## src/rtl/axi_wr_traffic_gen.sv

```systemverilog
// AXI write-channel traffic master: issues a programmed run of INCR bursts (AW/W/B),
// counts B errors and pulses done. Define AXI_WR_GEN_LFSR_DATA_EN for LFSR write data.

module axi_wr_traffic_gen #(
  parameter int ADDR_W    = 32,
  parameter int DATA_W    = 64,
  parameter int ID_W      = 4,
  parameter int AXI_ID    = 0,
  parameter int CNT_W     = 16,
  parameter int MAX_OUTST = 4
) (
  input  logic                clk,
  input  logic                reset,
  input  logic                start,
  input  logic [ADDR_W-1:0]   cfg_base_addr,
  input  logic [ADDR_W-1:0]   cfg_stride,
  input  logic [CNT_W-1:0]    cfg_num_txn,
  input  logic [7:0]          cfg_len,
  input  logic [2:0]          cfg_size,
  input  logic [DATA_W-1:0]   cfg_seed,
  output logic                busy,
  output logic                done,
  output logic [CNT_W-1:0]    err_cnt,
  output logic [ID_W-1:0]     awid,
  output logic [ADDR_W-1:0]   awaddr,
  output logic [7:0]          awlen,
  output logic [2:0]          awsize,
  output logic [1:0]          awburst,
  output logic                awvalid,
  input  logic                awready,
  output logic [DATA_W-1:0]   wdata,
  output logic [DATA_W/8-1:0] wstrb,
  output logic                wlast,
  output logic                wvalid,
  input  logic                wready,
  input  logic [ID_W-1:0]     bid,
  input  logic [1:0]          bresp,
  input  logic                bvalid,
  output logic                bready
);

  localparam logic [0:0] ST_IDLE = 1'b0;
  localparam logic [0:0] ST_RUN  = 1'b1;

  localparam int                STRB_W      = DATA_W / 8;
  localparam logic [CNT_W-1:0]  MAX_OUTST_C = CNT_W'(MAX_OUTST);

  logic [0:0]        state;
  logic [0:0]        state_next;
  logic              done_q;

  // Configuration captured at start; cfg_* are ignored for the rest of the run.
  logic [ADDR_W-1:0] stride_q;
  logic [CNT_W-1:0]  num_q;
  logic [7:0]        len_q;
  logic [2:0]        size_q;

  logic [ADDR_W-1:0] addr_q;
  logic [CNT_W-1:0]  aw_cnt;
  logic [CNT_W-1:0]  wb_cnt;
  logic [CNT_W-1:0]  b_cnt;
  logic [7:0]        beat_cnt;
  logic [CNT_W-1:0]  err_q;

  logic              run;
  logic              start_ok;
  logic              aw_hs;
  logic              w_hs;
  logic              b_hs;
  logic              last_b;
  logic [CNT_W-1:0]  outst;

  assign run      = (state == ST_RUN);
  assign start_ok = start && (state == ST_IDLE);
  assign aw_hs    = awvalid && awready;
  assign w_hs     = wvalid && wready;
  assign b_hs     = bvalid && bready;
  assign outst    = aw_cnt - b_cnt;
  assign last_b   = b_hs && ((b_cnt + CNT_W'(1)) == num_q);

  // Valids are pure functions of registered counters: eligibility can only be lost
  // through the handshake that consumes it, so a raised valid is held until ready.
  assign awvalid = run && (aw_cnt < num_q) && (outst < MAX_OUTST_C);
  assign wvalid  = run && (wb_cnt < aw_cnt);
  assign bready  = run;
  assign busy    = run;
  assign done    = done_q;
  assign err_cnt = err_q;

  assign awid    = ID_W'(AXI_ID);
  assign awaddr  = addr_q;
  assign awlen   = len_q;
  assign awsize  = size_q;
  assign awburst = run ? 2'b01 : 2'b00;
  assign wstrb   = {STRB_W{run}};
  assign wlast   = run && (beat_cnt == len_q);

  always_comb begin
    // NOTE: default assignment first so every path drives state_next; no latch.
    state_next = state;
    case (state)
      ST_IDLE: if (start && (cfg_num_txn != '0)) state_next = ST_RUN;
      ST_RUN:  if (last_b)                       state_next = ST_IDLE;
      default:                                   state_next = ST_IDLE;
    endcase
  end

  always_ff @(posedge clk) begin
    // NOTE: sequential state uses non-blocking assignments so every register samples pre-edge values.
    if (reset) begin
      state    <= ST_IDLE;
      done_q   <= 1'b0;
      stride_q <= '0;
      num_q    <= '0;
      len_q    <= '0;
      size_q   <= '0;
      addr_q   <= '0;
      aw_cnt   <= '0;
      wb_cnt   <= '0;
      b_cnt    <= '0;
      beat_cnt <= '0;
      err_q    <= '0;
    end else begin
      state  <= state_next;
      done_q <= (start_ok && (cfg_num_txn == '0)) || last_b;

      if (start_ok) begin
        stride_q <= cfg_stride;
        num_q    <= cfg_num_txn;
        len_q    <= cfg_len;
        size_q   <= cfg_size;
        addr_q   <= cfg_base_addr;
        aw_cnt   <= '0;
        wb_cnt   <= '0;
        b_cnt    <= '0;
        beat_cnt <= '0;
        err_q    <= '0;
      end else if (run) begin
        if (aw_hs) begin
          aw_cnt <= aw_cnt + CNT_W'(1);
          addr_q <= addr_q + stride_q;
        end
        if (w_hs) begin
          if (beat_cnt == len_q) begin
            beat_cnt <= '0;
            wb_cnt   <= wb_cnt + CNT_W'(1);
          end else begin
            beat_cnt <= beat_cnt + 8'd1;
          end
        end
        if (b_hs) begin
          b_cnt <= b_cnt + CNT_W'(1);
          if ((bresp != 2'b00) && (err_q != '1)) err_q <= err_q + CNT_W'(1);
        end
      end
    end
  end

`ifdef AXI_WR_GEN_LFSR_DATA_EN
  // Galois form of x^32+x^22+x^2+x+1, shifting right; an all-zero seed would lock up.
  localparam logic [31:0] LFSR_POLY = 32'h8020_0003;

  logic [31:0] lfsr_q;
  logic [31:0] lfsr_next;
  logic        unused_inputs;

  assign lfsr_next     = {1'b0, lfsr_q[31:1]} ^ (lfsr_q[0] ? LFSR_POLY : 32'h0);
  assign wdata         = {(DATA_W/32){lfsr_q}};
  assign unused_inputs = ^{bid, cfg_seed};

  always_ff @(posedge clk) begin
    if (reset) begin
      lfsr_q <= '0;
    end else if (start_ok) begin
      lfsr_q <= (cfg_seed[31:0] == 32'h0) ? 32'h1 : cfg_seed[31:0];
    end else if (run && w_hs) begin
      lfsr_q <= lfsr_next;
    end
  end
`else
  logic [DATA_W-1:0] data_q;
  logic              unused_inputs;

  assign wdata         = data_q;
  assign unused_inputs = ^bid;

  always_ff @(posedge clk) begin
    if (reset) begin
      data_q <= '0;
    end else if (start_ok) begin
      data_q <= cfg_seed;
    end else if (run && w_hs) begin
      data_q <= data_q + DATA_W'(1);
    end
  end
`endif

endmodule
```

## config.mk

```make
export PLATFORM = sky130hd
export DESIGN_NAME = axi_wr_traffic_gen
export DESIGN_NICKNAME = d
export VERILOG_FILES = /design/src/rtl/axi_wr_traffic_gen.sv
export SDC_FILE = /design/constraint.sdc
export NUM_CORES = 1
export LEC_CHECK = 0
export CAP_MARGIN = 10
export CORE_UTILIZATION = 25
export CTS_CLUSTER_DIAMETER = 120
export DETAILED_ROUTE_END_ITERATION = 16
export PLACE_DENSITY_LB_ADDON = 0.08
export SLEW_MARGIN = 5
export SYNTH_ARGS = -nofsm -noshare
export SYNTH_HDL_FRONTEND = slang
export SYNTH_SLANG_ARGS = --single-unit
```

## constraint.sdc

```tcl
create_clock -name clk -period 3.8 [get_ports clk]
set_input_delay 1.14 -clock clk [delete_from_list [all_inputs] [get_ports clk]]
set_output_delay 1.14 -clock clk [all_outputs]
set_load 0.05 [all_outputs]
```

Yosys cells after proc, flatten, opt, wreduce, memory -nomap -nowiden
Cells that the tools add are included.
{"block": "op_classes", "n_addsub": 8, "magnitude_cmp": 3, "eq_ne": 3, "mux": 10, "bitwise": 1, "reduce_logical": 27}
{"operator": "two-way mux 64 bit", "count": 2}
{"operator": "two-way mux 32 bit", "count": 3}
{"operator": "adder 16 x 1 -> 16 bit, second input constant", "count": 4}
{"operator": "adder 64 x 1 -> 64 bit, second input constant", "count": 1}
{"operator": "adder 32 bit", "count": 1}
{"operator": "less-than comparator 16 bit", "count": 2}
{"operator": "== test 16 bit", "count": 1}
{"operator": "zero test 16 bit", "count": 1}
{"operator": "less-than comparator 16 x 3 -> 1 bit, second input constant", "count": 1}
{"operator": "!= test 16 bit, second input constant", "count": 1}
{"operator": "nonzero test 16 bit", "count": 1}
{"operator": "subtractor 16 bit", "count": 1}
{"operator": "logical AND 1 bit", "count": 13}
{"operator": "adder 8 x 1 -> 8 bit, second input constant", "count": 1}
{"operator": "== test 8 bit", "count": 1}
{"operator": "two-way mux 8 bit", "count": 1}
{"operator": "AND reduction 2 bit", "count": 4}
{"operator": "nonzero test 2 bit", "count": 4}
{"operator": "AND reduction 3 bit", "count": 2}
{"operator": "two-way mux 1 bit", "count": 3}
{"operator": "one-hot mux 1 bit (2 select lines)", "count": 1}
{"operator": "OR reduction 2 bit", "count": 1}
{"operator": "logical OR 1 bit", "count": 1}
{"operator": "inverter 1 bit", "count": 1}
{"block": "totals", "ff_bits": 229, "in_bits": 167, "output_inout_bits": 143, "wordCells": 65}

Longest topological paths before layout
{"block": "logic_depth", "word_depth": 7, "mapped_depth": 15, "mapped_depth_nobuf": 13}

Least setup slack after synthesis
Ideal clock, no wire load.
{"block": "synth_timing", "path_type": "reg-to-output", "startpoint": "register b_cnt[2]", "endpoint": "output port awvalid", "t_arrival_ps": 3724, "required_time_ps": 2660, "slack_ps": -1064, "stages_incl_launch_ff": 11, "n_path_buf": 0, "path_cell_list": "dfxtp_1 > inv_1 > ha_1 > a21o_1 > a31o_4 > a31oi_4 > nor3_1 > or3_1 > a211oi_1 > nand4_1 > nor4_1"}
{"block": "synth_via", "elab_chain_cells": 3}
{"element": "start: declaration", "line": "61", "source": "logic [CNT_W-1:0] b_cnt;"}
{"element": "start signal: assignment", "line": "152", "source": "b_cnt <= b_cnt + CNT_W'(1);"}
{"element": "subtractor 16 bit", "line": "78", "source": "assign outst = aw_cnt - b_cnt;"}
{"element": "less-than comparator 16 x 3 -> 1 bit", "line": "83", "source": "assign awvalid = run && (aw_cnt < num_q) && (outst < MAX_OUTST_C);"}
{"element": "logical AND 1 bit", "line": "83"}
{"element": "end: declaration", "line": "29", "source": "output logic awvalid,"}
Every way passes these cells.

Worst setup path after layout
Same ends and word-level chain as after synthesis.

==> out/summary.json <==
{
  "post_route_cells_drive_above_1_share_pct": 9.152,
  "yosysWarnings": 0,
  "critical_path.reg2reg.startpoint": "b_cnt[2]",
  "static_leakage_nw": 7.054,
  "path_clk_slew_ns": 0.06,
  "netlist.top_cell.by_area": "dfxtp_1",
  "final.period_utilization_pct": 113.2,
  "hold_path.class": "reg2reg",
  "period_minus_slack_ns": 4.301,
  "failed_checks": "negative setup slack",
  "tritoncts_clock_tree": "built",
  "setup_violations": 1,
  "max_cap_violations": 0,
  "fin_worst_skew_ns": 0.02311,
  "drcViolationCount": 0,
  "first_pass_iters": 5,
  "num-nets-final": 2315,
  "routed_via_density": 4.773,
  "finalPower_w": 0.007178,
  "die-height_um": 239.7,
  "holdCritStartpoint": "awsize[2]",
  "numPlacedInstances": 2776,
  "placedInstanceArea_mm2": 0.01816,
  "grt_pass1_vias": 13310,
  "floorplan.initialDensity_pct": 25.49,
  "critical_path_class": "reg2out",
  "hpwlAfterDp_um": 36150,
  "placement.io_buffers": 300,
  "synth.distinct_cells": 80,
  "die_w_um": 239.7,
  "relSlewSlack_pct": 52.66,
  "min_delay_worst_endpoint": "awsize[2]",
  "clock-root-buffer": "clkbuf_16",
  "setup_tns_ns": -0.5014,
  "hold_slack_ns": 0.4567,
  "drtAntennaViolNets": 0,
  "numCtsBuffers": 30,
  "worst_ir_drop_vdd_mv": 0.3797,
  "yosysMostFrequentCell": "dfxtp_1",
  "edff_count_synth": 0,
  "clock_sink_count": 229,
  "hold_viol": 0,
  "gp_congestion": 0.7970,
  "grt_pass1_wl_um": 75820,
  "syn-cell-area_mm2": 0.01412,
  "final-instance-count-excl-fill": 2837,
  "synth-async-reset-ratio_pct": 0,
  "detailedRoute.firstIterationViolations": 720,
  "placementRows": 86,
  "postSynth.topFlopCell": "dfxtp_1",
  "pin_count_of_the_biggest_net_entering_global_routing": 147,
  "post-synth-top-area-fraction_pct": 32.46,
  "avgRoutedWirePerCell_um": 17.41,
  "power_density_mw_per_mm2": 371.1,
  "postSynthCellCount": 1770,
  "io-pin-count": 310,
  "design.die.area_mm2": 0.05745,
  "grt_util_all_layers_pct": 16.78,
  "clock.fmax_mhz": 232.5,
  "yosys-top-cells-count": "dfxtp_1 (229), nand2_1 (224), nor2_1 (188)",
  "ff2ff_setup_slack_ns": 0.26,
  "setup.worst_path.start_class": "register",
  "post_synth.cell_area_avg_um2": 7.980,
  "reg2reg_depth": 14,
  "synth.yosys.seq_area_share_pct": 32.46,
  "worst_pin_slew_ns": 0.7101,
  "cts_max_level": 1,
  "fp.coreArea_mm2": 0.05542,
  "status": "complete, but fails checks",
  "wirelength_um": 49390,
  "critical_path.reg2reg.endpoint": "aw_cnt[10]",
  "required_ns": 2.66,
  "antenna_violations_before_repair": 8,
  "arrival_ns": 3.16,
  "worstSetupEndpointType": "primary output",
  "stdcell_area_mm2": 0.01934,
  "path_max_fanout": 5,
  "clock_insertion_delay_worst_skew_ns": 0.59,
  "ys_top_cells_by_area": "dfxtp_1 (32%), xnor2_1 (7.3%), ha_1 (7.2%)",
  "syn2layout_area_growth_pct": 36.96,
  "routed-via-count": 13540,
  "layout_setup_ws_ns": -0.5014,
  "synth.ff_latch_count": 229,
  "global_route.overflow_total": 0,
  "setup_repair_after_global_routing_missed_its_margin": "true",
  "final-max-slew-violation-count": 0,
  "clk_path_buf_depth": 3,
  "worstHoldPathCells": 2
}
metrics by stage:
step,setup WS [ns],utilization [%]
6_report,-0.5014,34.91
5_1_grt,-0.6301,34.90
4_1_cts,-0.5364,34.67
3_5_place_dp,0.01084,32.78
3_3_place_gp,0.04764,32.78
2_1_floorplan,0.01389,-
timing repair:
item / CTS / global route
gates resized for setup: 13 / 22
setup endpoints to repair: 2 / 3
setup buffers: 2 / 4
pin swaps: 5 / 8
hold buffers: 0 / 0
worst max-delay path: stages, from the launching register on:
cell,delay [ns]
dfxtp_2,0.33
inv_2,0.09
ha_4,0.20
a21o_1,0.18
a31o_4,0.23
a31oi_4,0.20
nor3_1,0.08
or3_1,0.38
a211oi_2,0.17
nand4_1,0.19
nor4_4,0.20
buf_4,0.19
buf_12,0.14
flip-flops by register name (all words and copies together), names as in the netlist:
signal    count
wb_cnt       16
done          1
bready        1
aw_cnt       16
stride_q     32
awaddr       32
awsize        3
wdata        64
b_cnt        16
beat_cnt      8
num_q        16
err_cnt      16
awlen         8
worst max path at each step:
stage                  start       to  slack (ns)  cells after the start
floorplan           b_cnt[8]  awvalid        0.01                     10
global placement    b_cnt[2]  awvalid        0.05                     12
detailed placement  b_cnt[2]  awvalid        0.01                     12
CTS                 b_cnt[2]  awvalid       -0.54                     12
global route        b_cnt[2]  awvalid       -0.63                     12
finish              b_cnt[2]  awvalid       -0.50                     12
routing by layer:
metal / up-vias / track usage [%] / share of wire, %
met5: - / 0 / 0.16
met4: 10 / 3.671 / 2.1
met3: 64 / 3.746 / 5.5
met2: 272 / 28.23 / 47
met1: 6379 / 21.69 / 46
li1: 6815 / - / -
cells in the final DEF (no fill, tap or decap), drive strengths merged, types with 5 or more instances in the layout:
cell	instances
a31oi	11
xor2	42
nand2	224
dfxtp	229
nand2b	12
nor3	41
clkdlybuf4s50	296
a311oi	11
nor2	188
nand4	37
and2	17
clkinv	9
ha	81
nand3b	5
o21ai	44
mux2i	41
or2	5
a21o	21
or3	32
nor4	33
or4	5
and3	28
inv	84
clkbuf	42
nand3	48
a21oi	129
a211oi	89
a211o	5
o21a	8
conb	5
a31o	5
xnor2	117
nor2b	10
and4	7
o31ai	9
a2111oi	5
buf	67
layout make-up:
| class | count | area, um2 |
|---|---|---|
| fill | 5829 | 36070 |
| antenna | 2 | 5.005 |
| inverter | 84 | 317.8 |
| tap | 748 | 935.9 |
| timing repair buffer | 363 | 3552 |
| multi-input combinational | 1358 | 8934 |
| sequential | 229 | 4598 |
| clock buffer | 42 | 885.9 |
| clock inverter | 11 | 116.4 |
cell families after synthesis:
logic type	synth area share, %
muxes	3.091
adders and majority gates	7.317
other	0.02655
and+or+nand+nor	23.84
AOI/OAI and AO/OA	17.74
buffers and inverters	5.669
xor gates and xnor gates	9.859
DFF	32.46
power by group:
group          leakage (nW)  internal [W]  switching (W)  total (W)
Combinational          4.67      0.000641       0.000963    0.00160
Clock                 0.504       0.00174        0.00116    0.00290
Sequential             1.88       0.00253       0.000138    0.00267
No activity file was read; power rests on OpenSTA's default activity.
